## config.mk

```make
export PLATFORM = sky130hd
export DESIGN_NAME = buf_page_reader
export DESIGN_NICKNAME = d
export VERILOG_FILES = /design/src/rtl/nand_buf_pkg.sv /design/src/rtl/buf_skid_fifo.sv /design/src/rtl/buf_page_reader.sv
export SDC_FILE = /design/constraint.sdc
export NUM_CORES = 1
export LEC_CHECK = 0
export CAP_MARGIN = 20
export CORE_UTILIZATION = 58
export CTS_BUF_LIST = sky130_fd_sc_hd__clkbuf_4
export CTS_CLUSTER_SIZE = 30
export DETAILED_ROUTE_END_ITERATION = 10
export PLACE_DENSITY = 0.88
export SLEW_MARGIN = 20
export SYNTH_ARGS = -nofsm -noshare
export SYNTH_HDL_FRONTEND = slang
export SYNTH_SLANG_ARGS = --single-unit
```

## constraint.sdc

```tcl
create_clock -name Clock -period 6.03 [get_ports Clock]
set_clock_uncertainty 0.15 [all_clocks]
set_input_delay 0.9045 -clock Clock [delete_from_list [all_inputs] [get_ports Clock]]
set_output_delay 0.9045 -clock Clock [all_outputs]
set_load 0.02 [all_outputs]
```

## src/rtl/nand_buf_pkg.sv

```systemverilog
// rtl/nand_buf_pkg.sv - shared page-buffer geometry and reader FSM state encoding
package nand_buf_pkg;

  localparam int BUF_ADDR_W = 11;
  localparam int BUF_DATA_W = 8;
  localparam int PAGE_BYTES = 1 << BUF_ADDR_W;

  typedef enum logic [1:0] {
    ST_IDLE   = 2'd0,
    ST_STREAM = 2'd1,
    ST_DRAIN  = 2'd2,
    ST_FIN    = 2'd3
  } rd_state_e;

endpackage

```

## src/rtl/buf_skid_fifo.sv

```systemverilog
// rtl/buf_skid_fifo.sv - 2-entry fall-through FIFO; an empty FIFO presents incoming data the same cycle
module buf_skid_fifo #(
  parameter int DATA_W = 8
) (
  input  logic              clk,
  input  logic              rst,
  input  logic              flush,
  input  logic              s_tvalid,
  input  logic [DATA_W-1:0] s_tdata,
  output logic              m_tvalid,
  output logic [DATA_W-1:0] m_tdata,
  input  logic              m_tready,
  output logic [1:0]        count
);

  logic [DATA_W-1:0] mem [2];
  logic              rd_ptr;
  logic              wr_ptr;
  logic              push;
  logic              pop;

  // Incoming data is only stored when it cannot leave straight through
  assign push     = s_tvalid && !((count == 2'd0) && m_tready);
  assign pop      = (count != 2'd0) && m_tready;
  assign wr_ptr   = rd_ptr ^ count[0];
  assign m_tvalid = (count != 2'd0) || s_tvalid;

  always_comb begin
    m_tdata = '0;
    if (count != 2'd0) m_tdata = mem[rd_ptr];
    else if (s_tvalid) m_tdata = s_tdata;
  end

  always_ff @(posedge clk) begin
    if (rst || flush) begin
      rd_ptr <= 1'b0;
      count  <= 2'd0;
    end else begin
      if (push) mem[wr_ptr] <= s_tdata;
      if (pop) rd_ptr <= ~rd_ptr;
      count <= count + {1'b0, push} - {1'b0, pop};
    end
  end

endmodule

```

## src/rtl/buf_page_reader.sv

```systemverilog
// rtl/buf_page_reader.sv - streams a byte range of the page buffer toward the NAND program path
module buf_page_reader
  import nand_buf_pkg::*;
#(
  parameter int ADDR_W = BUF_ADDR_W,
  parameter int DATA_W = BUF_DATA_W
) (
  input  logic              Clock,
  input  logic              Reset,
  input  logic              Start,
  input  logic [ADDR_W-1:0] StartAddr,
  input  logic [ADDR_W:0]   Length,
  input  logic              Abort,
  output logic              Busy,
  output logic              Done,
  output logic [ADDR_W-1:0] BufAddr,
  output logic              BufClkEn,
  output logic              BufWr,
  input  logic [DATA_W-1:0] BufQ,
  output logic [DATA_W-1:0] DOut,
  output logic              DValid,
  input  logic              DReady
);

  localparam logic [1:0]      IDLE     = ST_IDLE;
  localparam logic [1:0]      STREAM   = ST_STREAM;
  localparam logic [1:0]      DRAIN    = ST_DRAIN;
  localparam logic [1:0]      FIN      = ST_FIN;
  localparam logic [ADDR_W:0] PAGE_LEN = {1'b1, {ADDR_W{1'b0}}};
  localparam logic [ADDR_W:0] ONE      = {{ADDR_W{1'b0}}, 1'b1};

  logic [1:0]      state;
  logic [ADDR_W:0] rd_left;
  logic [ADDR_W:0] emit_left;
  logic [ADDR_W:0] len_sat;
  logic            in_flight;
  logic [1:0]      fifo_count;
  logic            active;
  logic            issue;
  logic            accept;
  logic            last_out;

  assign len_sat  = (Length > PAGE_LEN) ? PAGE_LEN : Length;
  assign active   = (state == STREAM) || (state == DRAIN);
  assign accept   = DValid && DReady;
  assign last_out = (emit_left == '0) || ((emit_left == ONE) && accept);

  // Held bytes plus the read still in the RAM pipeline must leave room for the new one
  assign issue = (state == STREAM) && !Abort && (rd_left != '0) &&
                 (({1'b0, fifo_count} + {2'b00, in_flight}) < 3'd2);

  assign BufClkEn = issue;
  assign BufWr    = 1'b0;
  assign Busy     = (state != IDLE);
  assign Done     = (state == FIN);

  always_ff @(posedge Clock) begin
    if (Reset) begin
      state     <= IDLE;
      BufAddr   <= '0;
      rd_left   <= '0;
      emit_left <= '0;
      in_flight <= 1'b0;
    end else begin
      in_flight <= issue;
      if (issue) begin
        BufAddr <= BufAddr + ADDR_W'(1);
        rd_left <= rd_left - ONE;
      end
      if (accept) emit_left <= emit_left - ONE;
      case (state)
        IDLE: if (Start) begin
          state     <= STREAM;
          BufAddr   <= StartAddr;
          rd_left   <= len_sat;
          emit_left <= len_sat;
        end
        STREAM: begin
          if (Abort) state <= FIN;
          else if (rd_left == '0) state <= last_out ? FIN : DRAIN;
          else if (issue && (rd_left == ONE)) state <= DRAIN;
        end
        DRAIN:   if (Abort || last_out) state <= FIN;
        FIN:     state <= IDLE;
        default: state <= IDLE;
      endcase
    end
  end

  // An abort discards both the stored bytes and whatever the RAM returns this cycle
  buf_skid_fifo #(.DATA_W(DATA_W)) u_fifo (
    .clk      (Clock),
    .rst      (Reset),
    .flush    (Abort && active),
    .s_tvalid (in_flight),
    .s_tdata  (BufQ),
    .m_tvalid (DValid),
    .m_tdata  (DOut),
    .m_tready (DReady),
    .count    (fifo_count)
  );

endmodule

```

==> results of run 1 <==
final timing paths:
path / end / depth (start not counted) / from
worst max-delay path: BufClkEn / 7 / rd_left[0]$_SDFF_PP0_
worst min-delay path: rd_left[1]$_SDFF_PP0_ / 2 / rd_left[1]$_SDFF_PP0_
worst max register to register: rd_left[9]$_SDFF_PP0_ / 7 / rd_left[0]$_SDFF_PP0_
worst min register to register: rd_left[1]$_SDFF_PP0_ / 2 / rd_left[1]$_SDFF_PP0_
Yosys cell counts (5+ instances only):
cell      count
nor3_1        6
nor2b_1       7
a211oi_1      9
nor2_1       31
xor2_1       14
a21oi_1      20
buf_2         5
nand4_1       6
nand2_1      21
clkbuf_1     11
inv_1        12
xnor2_1      14
mux2i_1       8
dfxtp_1      42
nor4_1       14
ha_1         12
or3_1         8
o21ai_0      20
o21bai_1      5
edfxtp_1     16
nand3_1      18
metal layers:
metal	vias up	global-route usage, %	part of all wire, %
li1	1372	-	-
met1	1325	35.38	43
met2	94	44.84	49
met3	13	5.423	5.9
met4	0	10.70	1.4
met5	-	0	0
state kept, by name (all words and copies together), names as in the netlist, named ones only:
register	flops
BufAddr	11
emit_left	12
in_flight	1
rd_left	12
state	2
u_fifo.count	2
u_fifo.mem	16
u_fifo.rd_ptr	1
area by class of cell:
class,instances,area (sq um)
Timing Repair Buffer,60,595.6
Sequential cell,58,1321
Tap cell,70,87.58
Clock inverter,4,43.79
Clock buffer,12,90.09
Fill cell,374,1269
Multi-Input combinational cell,258,1688
Inverter,12,45.04
stage by stage:
step	std cells	utilization, %
final	474	75.32
after global routing	474	75.32
after CTS	474	75.32
after detailed placement	458	72.71
after global placement	458	72.71
after floorplan	345	-
power by group through the flow:
stage / Sequential (W) / Combinational, W / Clock, W
after detailed placement: 0.000584 / 0.000711 / 0
after CTS: 0.000577 / 0.000717 / 0.000275
after global routing: 0.000591 / 0.000799 / 0.000295
after floorplan: 0.000579 / 0.000485 / 0
after global placement: 0.000579 / 0.000690 / 0
final: 0.000578 / 0.000722 / 0.000272
worst max-delay path, stage by stage (launching register included):
cell and delay (ps):
dfxtp_1 350, inv_1 80, ha_1 190, nor3b_1 590, nand4b_1 520, nand2_1 350, inv_1 70, clkdlybuf4s50_1 530
cell families (layout without fill, tap and decap cells):
group / Yosys count / in the layout
muxes: 8 / 8
buffers and inverters: 29 / 88
and+or+nand+nor: 131 / 131
DFF: 58 / 58
other: 1 / 1
adders and majority gates: 12 / 12
xor gates and xnor gates: 28 / 28
AOI/OAI and AO/OA: 78 / 78
cells in the final DEF (no fill, tap or decap), types with 8 or more instances in the layout:
| master | Yosys | routed |
|---|---|---|
| edfxtp_1 | 16 | 16 |
| dfxtp_1 | 42 | 42 |
| nand2_1 | 21 | 21 |
| xnor2_1 | 14 | 14 |
| xor2_1 | 14 | 14 |
| nand3_1 | 18 | 18 |
| mux2i_1 | 8 | 8 |
| nor4_1 | 14 | 14 |
| a211oi_1 | 9 | 9 |
| or3_1 | 8 | 8 |
| clkdlybuf4s50_1 | 0 | 58 |
| ha_1 | 12 | 12 |
| a21oi_1 | 20 | 20 |
| o21ai_0 | 20 | 20 |
| clkbuf_4 | 0 | 12 |
| inv_1 | 12 | 12 |
| nor2_1 | 31 | 31 |
==> impl_metrics.env, run 1 <==
export IMPL_p_sw_share_pct=41.31
export IMPL_cts_sinks=58
export IMPL_seq_area_frac_synth_pct=42.24
export IMPL_io_pins=60
export IMPL_cts_hold_buf=0
export IMPL_ys_ff_latch=58
export IMPL_synth_area_top_cells="dfxtp_1 27%, edfxtp_1 15%, ha_1 4.8%"
export IMPL_synth_xor_area_share_pct=7.840
export IMPL_p_leak_nw=1.362
export IMPL_grt_antenna_before_repair=0
export IMPL_design_area_sq_mm=0.003871
export IMPL_cts_buffers=9
export IMPL_timing_final_ws_setup_ps=1909
export IMPL_remaining_drc_errors=0
export IMPL_ant_nets=0
export IMPL_gp_congestion=0.8344
export IMPL_synth_area_leader_cell="dfxtp_1"
export IMPL_diodes=0
export IMPL_dpl_hpwl_um=5288
export IMPL_worstMarginPinSlew_ps=1009
export IMPL_hold_viol=0
export IMPL_timing_setup_tns_ps=0
export IMPL_worstSetupEndpointType="output pin"
export IMPL_crit_type="reg -> out"
export IMPL_critPathMaxFanout=12
export IMPL_first_iter_violations=201
export IMPL_muxShareOfSynthArea_pct=2.560
export IMPL_drt_total_wl_um=7315
export IMPL_synthToLayoutAreaGrowth_pct=23.76
export IMPL_synthCells=345
export IMPL_status="completed"
export IMPL_clk_latency_ps=400
export IMPL_synth_top_family_by_area="simple AND/OR/NAND/NOR gates"
export IMPL_power_density_mw_per_mm2=406.1
export IMPL_ys_warnings_count=0
export IMPL_grt_pass1_vias=2546
export IMPL_clk_pin_slew_ps=80
export IMPL_die_area_sq_mm=0.005690
export IMPL_dp_slack_ps=2040
export IMPL_clockBufferDepth=2
export IMPL_timing_hold_ws_ps=378.9
export IMPL_hold_path_class="reg -> reg"
export IMPL_startpoint_type="register"
export IMPL_wl_per_cell_um=15.43
export IMPL_synth_simple_area_share_pct=22.32
export IMPL_drive_gt1_share_pct=6.436
export IMPL_syn_num_nets=393
export IMPL_cts_max_level=3
export IMPL_arrival_ps=3070
export IMPL_worstPathRequired_ps=4980
export IMPL_synth_edff_count=16
export IMPL_relSlewSlack_pct=32.49
export IMPL_syn_area_sq_mm=0.003128
export IMPL_setup_violations_final=0
export IMPL_ys_async_sr_fraction_pct=0
export IMPL_synth_adder_area_share_pct=4.800
export IMPL_vdd_drop_max_mv=0.2686
export IMPL_p_total_w=0.001572
export IMPL_drv_cap=0
export IMPL_post_cts_buffers=0
export IMPL_synth_compound_area_share_pct=16.32
export IMPL_avgSynthCellArea_sq_um=9.067
export IMPL_die_width_um=75.44
export IMPL_initial_core_util_pct=60.86
export IMPL_min_period_over_period_pct=68.34
export IMPL_fin_nets=447
export IMPL_gr_total_overflow=0
export IMPL_synth_cell_types=50
export IMPL_grt_total_usage_pct=27.22
export IMPL_cts_root_buffer="clkbuf_4"
export IMPL_grt_pass1_wl_um=11590
export IMPL_dr_pass1_iters=4
export IMPL_vias=2804
export IMPL_cts_resized=0
export IMPL_max_freq_mhz=242.6
export IMPL_rsz0062_at_grt="false"
export IMPL_coreArea_sq_mm=0.005140
export IMPL_port_buffers=58
export IMPL_switchingPower_w=0.0006494
export IMPL_rows=26
export IMPL_p_int_w=0.0009226
export IMPL_ys_flop_type="dfxtp_1"
export IMPL_fin_crit_ps=4121
export IMPL_grt_start_max_net_pins=46
export IMPL_reg2reg_slack_ps=3110
export IMPL_pwr_share_comb_pct=45.9
export IMPL_via_per_inst=5.916
export IMPL_placed_area_sq_mm=0.003737
export IMPL_synth_top_area_share_pct=26.88
export IMPL_p_seq_share_pct=36.8
export IMPL_die_y_um=75.44
export IMPL_tritoncts="yes"
export IMPL_slew_viol_final=0
export IMPL_clockPowerShare_pct=17.3
No activity file was read; power rests on OpenSTA's default activity.
==> inputs of run 2 (changes only) <==
--- a/config.mk
+++ b/config.mk
@@ -6,11 +6,11 @@
 export NUM_CORES = 1
 export LEC_CHECK = 0
 export CAP_MARGIN = 20
-export CORE_UTILIZATION = 58
+export CORE_UTILIZATION = 54
 export CTS_BUF_LIST = sky130_fd_sc_hd__clkbuf_4
 export CTS_CLUSTER_SIZE = 30
 export DETAILED_ROUTE_END_ITERATION = 10
-export PLACE_DENSITY = 0.88
+export PLACE_DENSITY = 0.83
 export SLEW_MARGIN = 20
 export SYNTH_ARGS = -nofsm -noshare
 export SYNTH_HDL_FRONTEND = slang
==> constraint.sdc (replaced) <==
create_clock -name Clock -period 4 [get_ports Clock]
set_clock_uncertainty 0.15 [all_clocks]
set_input_delay 0.6 -clock Clock [delete_from_list [all_inputs] [get_ports Clock]]
set_output_delay 0.6 -clock Clock [all_outputs]
set_load 0.02 [all_outputs]
==> impl_metrics.env, run 2 (synthesized netlist as in run 1, its figures left out) <==
export IMPL_rsz0062_at_grt="false"
export IMPL_grt_pass1_vias=2654
export IMPL_diodes=0
export IMPL_die_area_sq_mm=0.006101
export IMPL_cts_hold_buf=0
export IMPL_dpl_hpwl_um=5246
export IMPL_crit_path_max_incr_delay_ps=600
export IMPL_drt_total_wl_um=7148
export IMPL_hold_viol=0
export IMPL_coreArea_sq_mm=0.005540
export IMPL_drive_gt1_share_pct=6.914
export IMPL_wl_per_cell_um=14.99
export IMPL_cts_sinks=58
export IMPL_grt_total_usage_pct=25.49
export IMPL_p_total_w=0.002382
export IMPL_grt_start_max_net_pins=26
export IMPL_status="completed"
export IMPL_routedLengthMet1_um=3235
export IMPL_p_leak_nw=1.369
export IMPL_max_freq_mhz=287.4
export IMPL_tritoncts="yes"
export IMPL_p_int_w=0.001401
export IMPL_via_per_inst=5.828
export IMPL_clk_pin_slew_ps=90
export IMPL_min_period_over_period_pct=86.98
export IMPL_cts_root_buffer="clkbuf_4"
export IMPL_die_width_um=78.11
export IMPL_p_seq_share_pct=36.7
export IMPL_dr_pass1_iters=5
export IMPL_first_iter_violations=132
export IMPL_remaining_drc_errors=0
export IMPL_switchingPower_w=0.0009810
export IMPL_arrival_ps=2730
export IMPL_initial_core_util_pct=56.46
export IMPL_synthToLayoutAreaGrowth_pct=24.12
export IMPL_die_y_um=78.11
export IMPL_mostFrequentLayoutCells="58 x clkdlybuf4s50_1, 42 x dfxtp_1, 31 x nor2_1"
export IMPL_fillCellCount=438
export IMPL_cts_max_level=3
export IMPL_grt_antenna_before_repair=0
export IMPL_timing_setup_tns_ps=0
export IMPL_largestRegisters="u_fifo.mem (16), emit_left (12), rd_left (12)"
export IMPL_crit_type="in -> out"
export IMPL_vdd_drop_max_mv=0.4416
export IMPL_grt_pass1_wl_um=12150
export IMPL_cts_resized=0
export IMPL_timing_final_ws_setup_ps=520.8
export IMPL_critPathMaxFanout=11
export IMPL_pwr_share_comb_pct=45.8
export IMPL_io_pins=60
export IMPL_clockPowerShare_pct=17.6
export IMPL_top_register="u_fifo.mem"
export IMPL_p_sw_share_pct=41.18
export IMPL_routed_top_layer="met4"
export IMPL_post_cts_buffers=0
export IMPL_final_common_cell="clkdlybuf4s50_1"
export IMPL_cp_num_buf_inv=3
export IMPL_critPathTopFamily="buffers and inverters"
export IMPL_vias=2780
export IMPL_gr_total_overflow=0
export IMPL_dp_slack_ps=584.1
export IMPL_clk_latency_ps=400
export IMPL_power_density_mw_per_mm2=613.6
export IMPL_port_buffers=58
export IMPL_clockBufferDepth=2
export IMPL_path_common_cell="clkdlybuf4s50_1"
export IMPL_wl_met2_um=3395
export IMPL_wl_met3_um=360
export IMPL_fin_crit_ps=3479
export IMPL_setup_violations_final=0
export IMPL_gp_congestion=0.8224
export IMPL_drv_cap=0
export IMPL_rows=27
export IMPL_startpoint_type="primary input"
export IMPL_worstSetupEndpointType="output pin"
export IMPL_worstMarginPinSlew_ps=962.3
export IMPL_ant_nets=0
export IMPL_slew_viol_final=0
export IMPL_fin_nets=448
export IMPL_worstPathRequired_ps=3250
export IMPL_critical_path_cell_chain="clkdlybuf4s50_1 > nor2b_1 > and2_1 > nand2_1 > inv_1 > clkdlybuf4s50_1"
export IMPL_critPathSlowestCell="clkdlybuf4s50_1"
export IMPL_largest_reg_flops=16
export IMPL_relSlewSlack_pct=35.61
export IMPL_cts_buffers=9
export IMPL_hold_path_class="reg -> reg"
==> run 2: changes by cell type in the layout (fill, tap and decap cells not counted), sizes merged <==
cell  delta
buf      +1
==> run 2: layout make-up <==
type	instances	area [sq um]	area share (%)
Sequential cell	58	1321	34.03
Tap cell	72	90.09	2.320
Multi-Input combinational cell	258	1688	43.47
Clock buffer	12	90.09	2.320
Inverter	12	45.04	1.160
Timing Repair Buffer	61	603.1	15.53
Clock inverter	4	45.04	1.160
==> run 2: path summary, 6_finish.rpt <==
| check | start | endpoint | slack [ps] | cells past startpoint |
|---|---|---|---|---|
| worst min-delay path | rd_left[1]$_SDFF_PP0_ | rd_left[1]$_SDFF_PP0_ | 350 | 2 |
| worst min register to register | rd_left[1]$_SDFF_PP0_ | rd_left[1]$_SDFF_PP0_ | 350 | 2 |
| worst max register to register | state[1]$_SDFFE_PP0P_ | BufAddr[10]$_SDFF_PP0_ | 1390 | 7 |
| worst max-delay path | Abort | BufClkEn | 520 | 6 |
==> run 2: power by group through the flow <==
| stage | Clock, W | Sequential [W] | Combinational [W] |
|---|---|---|---|
| after floorplan | 0 | 0.000873 | 0.000731 |
| after global placement | 0 | 0.000875 | 0.00105 |
| after detailed placement | 0 | 0.000882 | 0.00108 |
| after CTS | 0.000427 | 0.000869 | 0.00109 |
| after global routing | 0.000454 | 0.000894 | 0.00121 |
| final | 0.000419 | 0.000873 | 0.00109 |
==> run 2: per-layer routing <==
layer | global-route usage (%) | vias to the layer above
met5 | 0 | -
met3 | 3.605 | 16
met2 | 41.05 | 71
li1 | - | 1383
met1 | 33.55 | 1310
met4 | 12.41 | 0
==> run 2: through the flow <==
step	cell area, sq um	hold slack (ps)	std cells	util (%)
2_1_floorplan	3128	312.7	345	-
5_1_grt	3882	382.0	477	70.08
3_5_place_dp	3747	335.8	461	67.64
6_report	3882	347.9	477	70.08
4_1_cts	3882	348.3	477	70.08
3_3_place_gp	3747	338.0	461	67.64
==> run 2: worst register-to-register path, cell delays in order, from the launching register on <==
cell	delay (ps)
dfxtp_1	370
inv_1	130
ha_1	200
nor2b_1	280
and2_1	420
nand4_1	230
or4_1	500
a311oi_1	260
